--- config.mk ---
export PLATFORM = sky130hd
export DESIGN_NAME = bomb_scheduler_flat
export DESIGN_NICKNAME = d
export VERILOG_FILES = /design/src/rtl/bomb_scheduler_if.sv /design/src/rtl/bomb_scheduler.sv /design/src/flat_wrapper.sv
export SDC_FILE = /design/constraint.sdc
export NUM_CORES = 1
export LEC_CHECK = 0
export ABC_AREA = 1
export BUFFER_PORTS_ARGS = -buffer_cell sky130_fd_sc_hd__buf_2
export CAP_MARGIN = 20
export CORE_MARGIN = 4
export CORE_UTILIZATION = 40
export CTS_CLUSTER_DIAMETER = 50
export DETAILED_ROUTE_END_ITERATION = 10
export GPL_TIMING_DRIVEN = 1
export PLACE_DENSITY = 0.54
export SYNTH_ARGS = -nofsm -noshare
export SYNTH_HDL_FRONTEND = slang
export SYNTH_SLANG_ARGS = --single-unit
export TNS_END_PERCENT = 1
--- constraint.sdc ---
create_clock -name Clk -period 5.8 [get_ports Clk]
set_input_delay 0.29 -clock Clk [delete_from_list [all_inputs] [get_ports Clk]]
set_output_delay 0.29 -clock Clk [all_outputs]
set_load 0.01 [all_outputs]
--- src/rtl/bomb_scheduler_if.sv ---
// bomb_scheduler_if: placement handshakes, blast events and tile queries.
// master = game side (players, color_mapper); slave = bomb_scheduler.
interface bomb_scheduler_if #(
  parameter int COORD_W = 4
);
  logic               p1_req;
  logic [COORD_W-1:0] p1_x;
  logic [COORD_W-1:0] p1_y;
  logic               p2_req;
  logic [COORD_W-1:0] p2_x;
  logic [COORD_W-1:0] p2_y;
  logic               p1_grant;
  logic               p1_reject;
  logic               p2_grant;
  logic               p2_reject;
  logic               blast_valid;
  logic [COORD_W-1:0] blast_x;
  logic [COORD_W-1:0] blast_y;
  logic               blast_owner;
  logic [COORD_W-1:0] query_x;
  logic [COORD_W-1:0] query_y;
  logic               query_bomb;
  logic               query_blast;
  logic [3:0]         active_count;

  modport master (
    output p1_req, p1_x, p1_y,
    output p2_req, p2_x, p2_y,
    output query_x, query_y,
    input  p1_grant, p1_reject,
    input  p2_grant, p2_reject,
    input  blast_valid, blast_x,
    input  blast_y, blast_owner,
    input  query_bomb, query_blast,
    input  active_count
  );

  modport slave (
    input  p1_req, p1_x, p1_y,
    input  p2_req, p2_x, p2_y,
    input  query_x, query_y,
    output p1_grant, p1_reject,
    output p2_grant, p2_reject,
    output blast_valid, blast_x,
    output blast_y, blast_owner,
    output query_bomb, query_blast,
    output active_count
  );
endinterface

--- src/rtl/bomb_scheduler.sv ---
// bomb_scheduler: bomb slots, RR placement arbiter, frame-driven timers.
// Define BOMB_CHAIN_EN to let a blast force nearby fuses to 1 frame.
module bomb_scheduler #(
  parameter int NUM_SLOTS    = 4,
  parameter int FUSE_FRAMES  = 120,
  parameter int BLAST_FRAMES = 30,
  parameter int COORD_W      = 4,
  parameter int CHAIN_RANGE  = 2
) (
  input logic             Clk,
  input logic             Reset_n,
  input logic             frame_clk,
  bomb_scheduler_if.slave bus
);

  localparam int TMAX = (FUSE_FRAMES > BLAST_FRAMES)
                      ? FUSE_FRAMES : BLAST_FRAMES;
  localparam int TW = $clog2(TMAX + 1);
  localparam int IW = $clog2(NUM_SLOTS);

  if (NUM_SLOTS < 2 || NUM_SLOTS > 8 ||
      FUSE_FRAMES < 2 || BLAST_FRAMES < 1 ||
      CHAIN_RANGE < 0) begin : g_bad_cfg
    $error("bomb_scheduler: parameter out of range");
  end

  typedef enum logic [1:0] {
    S_FREE,
    S_FUSE,
    S_BLAST
  } slot_st_t;

  typedef logic [COORD_W-1:0] crd_t;
  typedef logic [TW-1:0]      tmr_t;
  typedef logic [IW-1:0]      idx_t;

  slot_st_t st_q [NUM_SLOTS];
  slot_st_t st_d [NUM_SLOTS];
  crd_t     x_q  [NUM_SLOTS];
  crd_t     x_d  [NUM_SLOTS];
  crd_t     y_q  [NUM_SLOTS];
  crd_t     y_d  [NUM_SLOTS];
  tmr_t     tm_q [NUM_SLOTS];
  tmr_t     tm_d [NUM_SLOTS];

  logic [NUM_SLOTS-1:0] own_q, own_d;
  logic [NUM_SLOTS-1:0] pend_q, pend_d;
  logic [NUM_SLOTS-1:0] free_v, dup_v;
  logic [NUM_SLOTS-1:0] det_v, pall_v;

  logic [2:0] fs_q;
  logic       tick;
  logic       rr_q;
  logic       p1_el, p2_el;
  logic       sel_p2, svc;
  logic       do_grant, do_rej;
  logic       emit;
  crd_t       rq_x, rq_y;
  idx_t       free_idx, emit_idx;
  logic       qb_d, ql_d;
  logic [3:0] cnt_d;

  logic       g1_q, r1_q, g2_q, r2_q;
  logic       bv_q, bo_q;
  crd_t       bx_q, by_q;
  logic       qb_q, ql_q;
  logic [3:0] cnt_q;

`ifdef BOMB_CHAIN_EN
  function automatic logic near(crd_t a, crd_t b);
    crd_t d;
    d = (a > b) ? a - b : b - a;
    return 32'(d) <= 32'(CHAIN_RANGE);
  endfunction

  function automatic logic in_reach(
    crd_t ax, crd_t ay, crd_t bx, crd_t by
  );
    return (ax == bx && near(ay, by)) ||
           (ay == by && near(ax, bx));
  endfunction
`endif

  // fs_q[1:0] synchronise vs; fs_q[2] is the edge-detect history
  always_ff @(posedge Clk or negedge Reset_n) begin
    if (!Reset_n) fs_q <= '0;
    else          fs_q <= {fs_q[1:0], frame_clk};
  end

  assign tick = fs_q[1] & ~fs_q[2];

  always_comb begin
    p1_el  = bus.p1_req & ~g1_q & ~r1_q;
    p2_el  = bus.p2_req & ~g2_q & ~r2_q;
    sel_p2 = p2_el & (rr_q | ~p1_el);
    svc    = p1_el | p2_el;
    rq_x   = sel_p2 ? bus.p2_x : bus.p1_x;
    rq_y   = sel_p2 ? bus.p2_y : bus.p1_y;
    free_v   = '0;
    dup_v    = '0;
    free_idx = '0;
    for (int i = NUM_SLOTS - 1; i >= 0; i--) begin
      free_v[i] = (st_q[i] == S_FREE);
      dup_v[i]  = (st_q[i] != S_FREE) &&
                  (x_q[i] == rq_x) &&
                  (y_q[i] == rq_y);
      if (st_q[i] == S_FREE) free_idx = idx_t'(i);
    end
    do_grant = svc & (|free_v) & ~(|dup_v);
    do_rej   = svc & ~do_grant;
  end

  always_comb begin
    st_d  = st_q;
    x_d   = x_q;
    y_d   = y_q;
    tm_d  = tm_q;
    own_d = own_q;
    det_v = '0;
    for (int i = 0; i < NUM_SLOTS; i++) begin
      unique case (1'b1)
        tick && st_q[i] == S_FUSE &&
        tm_q[i] <= tmr_t'(1): begin
          st_d[i]  = S_BLAST;
          tm_d[i]  = tmr_t'(BLAST_FRAMES);
          det_v[i] = 1'b1;
        end
        tick && st_q[i] == S_BLAST &&
        tm_q[i] <= tmr_t'(1): begin
          st_d[i] = S_FREE;
          tm_d[i] = '0;
        end
        tick && st_q[i] != S_FREE &&
        tm_q[i] > tmr_t'(1): begin
          tm_d[i] = tm_q[i] - tmr_t'(1);
        end
        default: ;
      endcase
    end

    // lowest-index pending detonation goes out this cycle
    pall_v   = pend_q | det_v;
    emit     = |pall_v;
    emit_idx = '0;
    for (int i = NUM_SLOTS - 1; i >= 0; i--) begin
      if (pall_v[i]) emit_idx = idx_t'(i);
    end
    pend_d = pall_v;
    if (emit) pend_d[emit_idx] = 1'b0;

`ifdef BOMB_CHAIN_EN
    for (int i = 0; i < NUM_SLOTS; i++) begin
      if (emit && st_q[i] == S_FUSE && !det_v[i] &&
          in_reach(x_q[i], y_q[i],
                   x_q[emit_idx], y_q[emit_idx])) begin
        tm_d[i] = tmr_t'(1);
      end
    end
`endif

    // grant targets a FREE slot, so the tick above never touches it
    if (do_grant) begin
      st_d[free_idx]  = S_FUSE;
      x_d[free_idx]   = rq_x;
      y_d[free_idx]   = rq_y;
      own_d[free_idx] = sel_p2;
      tm_d[free_idx]  = tmr_t'(FUSE_FRAMES);
    end
  end

  always_comb begin
    qb_d  = 1'b0;
    ql_d  = 1'b0;
    cnt_d = '0;
    for (int i = 0; i < NUM_SLOTS; i++) begin
      if (x_q[i] == bus.query_x &&
          y_q[i] == bus.query_y) begin
        qb_d = qb_d | (st_q[i] == S_FUSE);
        ql_d = ql_d | (st_q[i] == S_BLAST);
      end
      if (st_q[i] != S_FREE) cnt_d = cnt_d + 4'd1;
    end
  end

  always_ff @(posedge Clk or negedge Reset_n) begin
    if (!Reset_n) begin
      for (int i = 0; i < NUM_SLOTS; i++) begin
        st_q[i] <= S_FREE;
        x_q[i]  <= '0;
        y_q[i]  <= '0;
        tm_q[i] <= '0;
      end
      own_q  <= '0;
      pend_q <= '0;
    end else begin
      st_q   <= st_d;
      x_q    <= x_d;
      y_q    <= y_d;
      tm_q   <= tm_d;
      own_q  <= own_d;
      pend_q <= pend_d;
    end
  end

  always_ff @(posedge Clk or negedge Reset_n) begin
    if (!Reset_n) begin
      rr_q  <= 1'b0;
      g1_q  <= 1'b0;
      r1_q  <= 1'b0;
      g2_q  <= 1'b0;
      r2_q  <= 1'b0;
      bv_q  <= 1'b0;
      bx_q  <= '0;
      by_q  <= '0;
      bo_q  <= 1'b0;
      qb_q  <= 1'b0;
      ql_q  <= 1'b0;
      cnt_q <= '0;
    end else begin
      if (do_grant) rr_q <= ~sel_p2;
      g1_q <= do_grant & ~sel_p2;
      r1_q <= do_rej & ~sel_p2;
      g2_q <= do_grant & sel_p2;
      r2_q <= do_rej & sel_p2;
      bv_q <= emit;
      if (emit) begin
        bx_q <= x_q[emit_idx];
        by_q <= y_q[emit_idx];
        bo_q <= own_q[emit_idx];
      end
      qb_q  <= qb_d;
      ql_q  <= ql_d;
      cnt_q <= cnt_d;
    end
  end

  assign bus.p1_grant     = g1_q;
  assign bus.p1_reject    = r1_q;
  assign bus.p2_grant     = g2_q;
  assign bus.p2_reject    = r2_q;
  assign bus.blast_valid  = bv_q;
  assign bus.blast_x      = bx_q;
  assign bus.blast_y      = by_q;
  assign bus.blast_owner  = bo_q;
  assign bus.query_bomb   = qb_q;
  assign bus.query_blast  = ql_q;
  assign bus.active_count = cnt_q;

endmodule

--- src/flat_wrapper.sv ---
// flat-port wrapper written by rule: the top's interface ports become plain ports
module bomb_scheduler_flat 
#(
  parameter int NUM_SLOTS    = 4,
  parameter int FUSE_FRAMES  = 120,
  parameter int BLAST_FRAMES = 30,
  parameter int COORD_W      = 4,
  parameter int CHAIN_RANGE  = 2
)
  (Clk, Reset_n, frame_clk, bus_p1_req, bus_p1_x, bus_p1_y, bus_p2_req, bus_p2_x, bus_p2_y, bus_query_x, bus_query_y, bus_p1_grant, bus_p1_reject, bus_p2_grant, bus_p2_reject, bus_blast_valid, bus_blast_x, bus_blast_y, bus_blast_owner, bus_query_bomb, bus_query_blast, bus_active_count);
  bomb_scheduler_if #(.COORD_W(COORD_W)) bus_i ();
  input logic Clk;
  input logic Reset_n;
  input logic frame_clk;
  input wire logic [$bits(bus_i.p1_req)-1:0] bus_p1_req;
  input wire logic [$bits(bus_i.p1_x)-1:0] bus_p1_x;
  input wire logic [$bits(bus_i.p1_y)-1:0] bus_p1_y;
  input wire logic [$bits(bus_i.p2_req)-1:0] bus_p2_req;
  input wire logic [$bits(bus_i.p2_x)-1:0] bus_p2_x;
  input wire logic [$bits(bus_i.p2_y)-1:0] bus_p2_y;
  input wire logic [$bits(bus_i.query_x)-1:0] bus_query_x;
  input wire logic [$bits(bus_i.query_y)-1:0] bus_query_y;
  output wire logic [$bits(bus_i.p1_grant)-1:0] bus_p1_grant;
  output wire logic [$bits(bus_i.p1_reject)-1:0] bus_p1_reject;
  output wire logic [$bits(bus_i.p2_grant)-1:0] bus_p2_grant;
  output wire logic [$bits(bus_i.p2_reject)-1:0] bus_p2_reject;
  output wire logic [$bits(bus_i.blast_valid)-1:0] bus_blast_valid;
  output wire logic [$bits(bus_i.blast_x)-1:0] bus_blast_x;
  output wire logic [$bits(bus_i.blast_y)-1:0] bus_blast_y;
  output wire logic [$bits(bus_i.blast_owner)-1:0] bus_blast_owner;
  output wire logic [$bits(bus_i.query_bomb)-1:0] bus_query_bomb;
  output wire logic [$bits(bus_i.query_blast)-1:0] bus_query_blast;
  output wire logic [$bits(bus_i.active_count)-1:0] bus_active_count;
  assign bus_i.p1_req = bus_p1_req;
  assign bus_i.p1_x = bus_p1_x;
  assign bus_i.p1_y = bus_p1_y;
  assign bus_i.p2_req = bus_p2_req;
  assign bus_i.p2_x = bus_p2_x;
  assign bus_i.p2_y = bus_p2_y;
  assign bus_i.query_x = bus_query_x;
  assign bus_i.query_y = bus_query_y;
  assign bus_p1_grant = bus_i.p1_grant;
  assign bus_p1_reject = bus_i.p1_reject;
  assign bus_p2_grant = bus_i.p2_grant;
  assign bus_p2_reject = bus_i.p2_reject;
  assign bus_blast_valid = bus_i.blast_valid;
  assign bus_blast_x = bus_i.blast_x;
  assign bus_blast_y = bus_i.blast_y;
  assign bus_blast_owner = bus_i.blast_owner;
  assign bus_query_bomb = bus_i.query_bomb;
  assign bus_query_blast = bus_i.query_blast;
  assign bus_active_count = bus_i.active_count;
  bomb_scheduler #(.NUM_SLOTS(NUM_SLOTS), .FUSE_FRAMES(FUSE_FRAMES), .BLAST_FRAMES(BLAST_FRAMES), .COORD_W(COORD_W), .CHAIN_RANGE(CHAIN_RANGE)) u_core (.Clk(Clk), .Reset_n(Reset_n), .frame_clk(frame_clk), .bus(bus_i));
endmodule
# Word-level counts from Yosys, hierarchy flattened
# Index checks and enable logic that the tools add are counted.
# op_classes
n_addsub	7
magnitude_cmp	15
eq_ne	24
mux	58
n_bitwise	41
n_reduce_logical	50
# ops
cell	count
$pmux 7 s3	4
$eq 4x4->1	16
$mux 4	11
$logic_and 1x1->1	39
$bwmux 16	2
$gt 7x1->1 const B	4
$le 7x1->1 const B	4
$mux 28	1
$sub 7x1->7 const B	4
$mux 2	9
$bmux 4 s2	2
$mux 1	16
$or 16x16->16	1
$pmux 2 s2	4
$demux 7 s2	1
$and 1x1->1	13
$and 12x12->12	1
$not 12->12	1
$reduce_or 4->1	3
$not 1->1	9
$add 4x1->4 const B	2
$and 4x4->4	2
$demux 4 s2	1
$eq 2x1->1 const B	4
18 further kinds	41
# word_totals
regBits	100
input_bits	29
output_inout_bits	20
word_cells	226

# Depth between registers and ports, before layout
# depth
word_depth	17
depth_mapped	19
ltp_nobuf	17

# Worst setup path before layout
# Ideal clock, no wire load.
# synth_path
path_type	reg-to-reg
from	register u_core.g2_q (netlist: u_core.bus.p2_grant)
to	register u_core.own_q[2]
setup_ps	118
arrival_time_ps	2020
required_time_ps	5682
path_slack_ps	3662
path_stages_with_launch	14
n_path_buf	3
period_less_slack_ps	2138
cell_sequence	dfrtp_1 nor3_4 nand2_2 buf_6 nand2_4 nand2_4 xor2_1 nand3_2 o21bai_4 nor2_8 buf_8 buf_6 nand4_1 nand2_1
# synth_via
elab_chain_len	11
word_cells_on_any_way	28
classes_between	8 x eq/ne; 3 x mux; 8 x bitwise; 9 x reduce/logical
# synth_rtl
element	line_no	rtl
start: declaration	bomb_scheduler.sv:63	logic g1_q, r1_q, g2_q, r2_q;
start signal: assignment	bomb_scheduler.sv:223	g2_q <= do_grant & sel_p2;
$not 1->1 *	bomb_scheduler.sv:94	p2_el = bus.p2_req & ~g2_q & ~r2_q;
$and 1x1->1 * (2 in series)	bomb_scheduler.sv:94	
$and 1x1->1	bomb_scheduler.sv:95	sel_p2 = p2_el & (rr_q | ~p1_el);
$mux 4	bomb_scheduler.sv:97	rq_x = sel_p2 ? bus.p2_x : bus.p1_x;
$eq 4x4->1	bomb_scheduler.sv:105	(x_q[i] == rq_x) &&
$logic_and 1x1->1	bomb_scheduler.sv:104	dup_v[i] = (st_q[i] != S_FREE) &&
$logic_and 1x1->1	bomb_scheduler.sv:105	
$reduce_or 4->1	bomb_scheduler.sv:109	do_grant = svc & (|free_v) & ~(|dup_v);
$not 1->1	bomb_scheduler.sv:109	
$and 1x1->1	bomb_scheduler.sv:109	
end signal: assignment	bomb_scheduler.sv:200	own_q <= own_d;
end: declaration	bomb_scheduler.sv:46	logic [NUM_SLOTS-1:0] own_q, own_d;
# Mark *: on every way between the ends. The rest lies on a longest branch, timed or not.
# A chain may end at the register's enable or synchronous reset.

==> flow_metrics.py <==
metrics = {
    "run_status": {
        "run_status": "finished, final reports clean",
    },
    "finish": {
        "antenna_cells": 0,
        "final_cell_mix": "269 x nand2_1, 115 x inv_1, 100 x dfrtp_1, 61 x nor2_1, 55 x nand3_1",
        "final_common_cell": "nand2_1",
        "final_nets": 959,
        "syn2layout_area_growth_pct": 9.96,
        "instances_no_fill": 1137,
        "drive_gt1_share_pct": 12.2,
    },
    "logic_synthesis": {
        "synth_edf_count": 0,
        "avgSynthCellArea_um2": 7.46,
        "yosys.cell_types.count": 48,
        "synth_area_leaders": "dfrtp_1 38%, nand2_1 15%, inv_1 6.6%",
        "yosysTopAreaCell": "dfrtp_1",
        "synth_top_area_share_pct": 38.1,
        "ys_seq_elements": 100,
        "synth_area_um2": 6570,
        "async_reset_ff_share_pct": 100,
        "synthCells": 881,
        "synth_seq_area_share_pct": 38.1,
        "synth_warnings": 0,
        "synth_ff_type": "dfrtp_1",
    },
    "grt": {
        "grt_max_degree": 79,
        "gr-usage-all-layers_pct": 20.9,
        "antenna_found_initial": 0,
        "grt_pass1_vias": 5584,
        "overflow": 0,
        "grt_first_pass_wirelength_um": 29900,
    },
    "clocking": {
        "post_cts_buffers": 0,
        "cts.sinks": 100,
        "cts_tree": "done",
        "ctsHtreeMaxLevel": 3,
        "cts.clk_slew.worst_paths_ns": 0.07,
        "insertion_delay_ns": 0.35,
        "cts-resized-gates": 0,
        "root_buffer": "clkbuf_16",
        "cts_buffer_depth": 2,
        "numCtsBuffers": 9,
    },
    "pwr": {
        "p_leak_nw": 3.81,
        "finalPower_w": 0.00344,
        "ir_worst_vdd_uv": 178,
        "power_density_nw_per_um2": 476,
    },
    "drt": {
        "drt_iter0_markers": 318,
        "vias": 5650,
        "ant_nets": 0,
        "vias_per_cell": 4.97,
        "wl_per_cell_um": 16.1,
        "routed_wl_um": 18300,
        "remaining_drc_errors": 0,
        "drt-pass1-iter-count": 5,
    },
    "floorplan": {
        "core_um2": 16000,
        "dieHeight_um": 136,
        "die_w_um": 136,
        "io_pins": 49,
        "rows": 46,
        "die-area_um2": 18500,
        "start_util_pct": 41.1,
    },
    "worst_setup_path": {
        "cp.required_ns": 6.03,
        "cp_max_fo": 41,
        "critPathKind": "reg -> reg",
        "worst_ep_arrival_time_ns": 3.90,
        "end_kind": "flop",
        "critPathLaunchType": "flop",
    },
    "hold_path": {
        "hold_path.class": "in -> reg",
    },
    "placement": {
        "gp_congestion": 0.870,
        "dp_cells": 1121,
        "hpwl_um": 13500,
        "numPortBuffers": 48,
    },
    "sta": {
        "worst_pin_slew_ns": 0.613,
        "tns_ns": 0,
        "fmax_mhz": 273,
        "fin_crit_ns": 3.66,
        "rsz0062_at_grt": "false",
        "relSlewSlack_pct": 58.8,
        "skew_ns": 0.00951,
        "period_share_pct": 63.2,
        "slew_violations": 0,
        "setup_viol": 0,
        "fin_hold_ws_ns": 0.0454,
        "hold_violations": 0,
    },
    "job": {
        "cap_violations": 0,
    },
}
[final cells by class]
type | count | area (um^2)
Inverter | 121 | 457
Clock inverter | 5 | 53.8
Fill cell | 1695 | 8770
Clock buffer | 9 | 225
Sequential cell | 100 | 2500
Multi-Input combinational cell | 635 | 3430
Timing Repair Buffer | 51 | 288
Tap cell | 216 | 270
[cell families (layout without fill, tap and decap cells)]
kind of cell               after synthesis  in the layout  share of synthesized area, %
other                                    1              2                        0.0571
DFF                                    100            100                          38.1
AOI/OAI and AO/OA                       79             79                          7.73
buffers and inverters                  147            186                          9.78
xor gates and xnor gates                51             51                          6.80
adders and majority gates               12             12                          2.28
and+or+nand+nor                        491            491                          35.3
[where the power goes]
group / total (W) / switching [W] / internal, W / leakage [nW]
clock network: 0.000608 / 0.000278 / 0.000330 / 0.141
logic: 0.00164 / 0.00106 / 0.000582 / 2.41
registers: 0.00119 / 0.000250 / 0.000944 / 1.26
[flip-flops by register name, summed over array words and instances (netlist names), 3 cells and up]
name	cells
u_core.tm_q	28
u_core.x_q	16
u_core.y_q	16
u_core.st_q	8
u_core.bus.active_count	4
u_core.bus.blast_x	4
u_core.bus.blast_y	4
u_core.own_q	4
u_core.pend_q	4
u_core.fs_q	3
[metrics by stage]
stage / worst slack (ns) / utilization, % / cell area (um^2)
3_5_place_dp: 2.17 / 43.2 / 6910
5_1_grt: 1.78 / 45.2 / 7230
2_1_floorplan: 3.66 / - / 6580
3_3_place_gp: 2.25 / 43.2 / 6910
6_report: 2.14 / 45.2 / 7230
4_1_cts: 2.15 / 45.0 / 7200
[Yosys cell counts (2+ instances only)]
library cell and count:
nand2_2 12, inv_2 2, nand2_1 269, a211oi_1 4, clkbuf_1 6, o32ai_1 3, o21ai_2 3, xor2_1 29
o21ai_0 23, a21oi_1 13, ha_1 12, inv_1 115, nor2_1 61, buf_2 8, nand3_4 4, nor2_2 2
nand4_1 43, o221ai_1 4, nand3_2 6, nand2_4 9, o211ai_1 10, buf_4 4, nand3_1 55, nor4_1 4
clkinv_1 3, buf_6 7, o22ai_1 3, xnor2_1 22, o21ai_1 8, or2_2 3, o21bai_1 3, nor3_1 11
nand3b_1 6, dfrtp_1 100
[metal layers]
layer	wire (um)	global-route usage, %	up-vias	part of all wire, %
li1	-	-	2902	-
met1	8290	27.4	2623	45
met2	9040	35.7	97	49
met3	560	3.03	28	3.1
met4	435	6.61	0	2.4
met5	0	0	-	0
[critical path: stages, from the launching register on]
cell and delay [ns]:
dfrtp_1 0.40, nor3_4 0.53, nand2_2 0.50, inv_2 0.29, nand2_1 0.09, nand2_2 0.15, nand2_1 0.07, nand2_1 0.06
nor2_1 0.04, nand3_2 0.07, nor2_4 0.05, nor2_8 0.50, nand3_2 0.46, inv_1 0.25, nor2_1 0.07
[path summary, 6_finish.rpt]
kind | startpoint | endpoint | slack (ns) | depth (start not counted)
setup / recovery | u_core.bus.p2_grant$_DFF_PN0_ | u_core.st_q[5]$_DFF_PN0_ | 2.14 | 14
hold / removal | frame_clk | u_core.fs_q[0]$_DFF_PN0_ | 0.05 | 1
setup reg to reg | u_core.bus.p2_grant$_DFF_PN0_ | u_core.st_q[5]$_DFF_PN0_ | 2.14 | 14
hold reg to reg | u_core.fs_q[0]$_DFF_PN0_ | u_core.fs_q[1]$_DFF_PN0_ | 0.35 | 0
max in group asynchronous | Reset_n | u_core.x_q[4]$_DFFE_PN0P_ | 4.40 | 4
min in group asynchronous | Reset_n | u_core.bus.active_count[2]$_DFF_PN0_ | 0.38 | 2
[repair_timing]
item	in CTS	in global routing
hold buffers	1	0
endpoints found under the hold margin	22	0
setup endpoints to repair	0	0
Power figures use the tool's default switching activity.
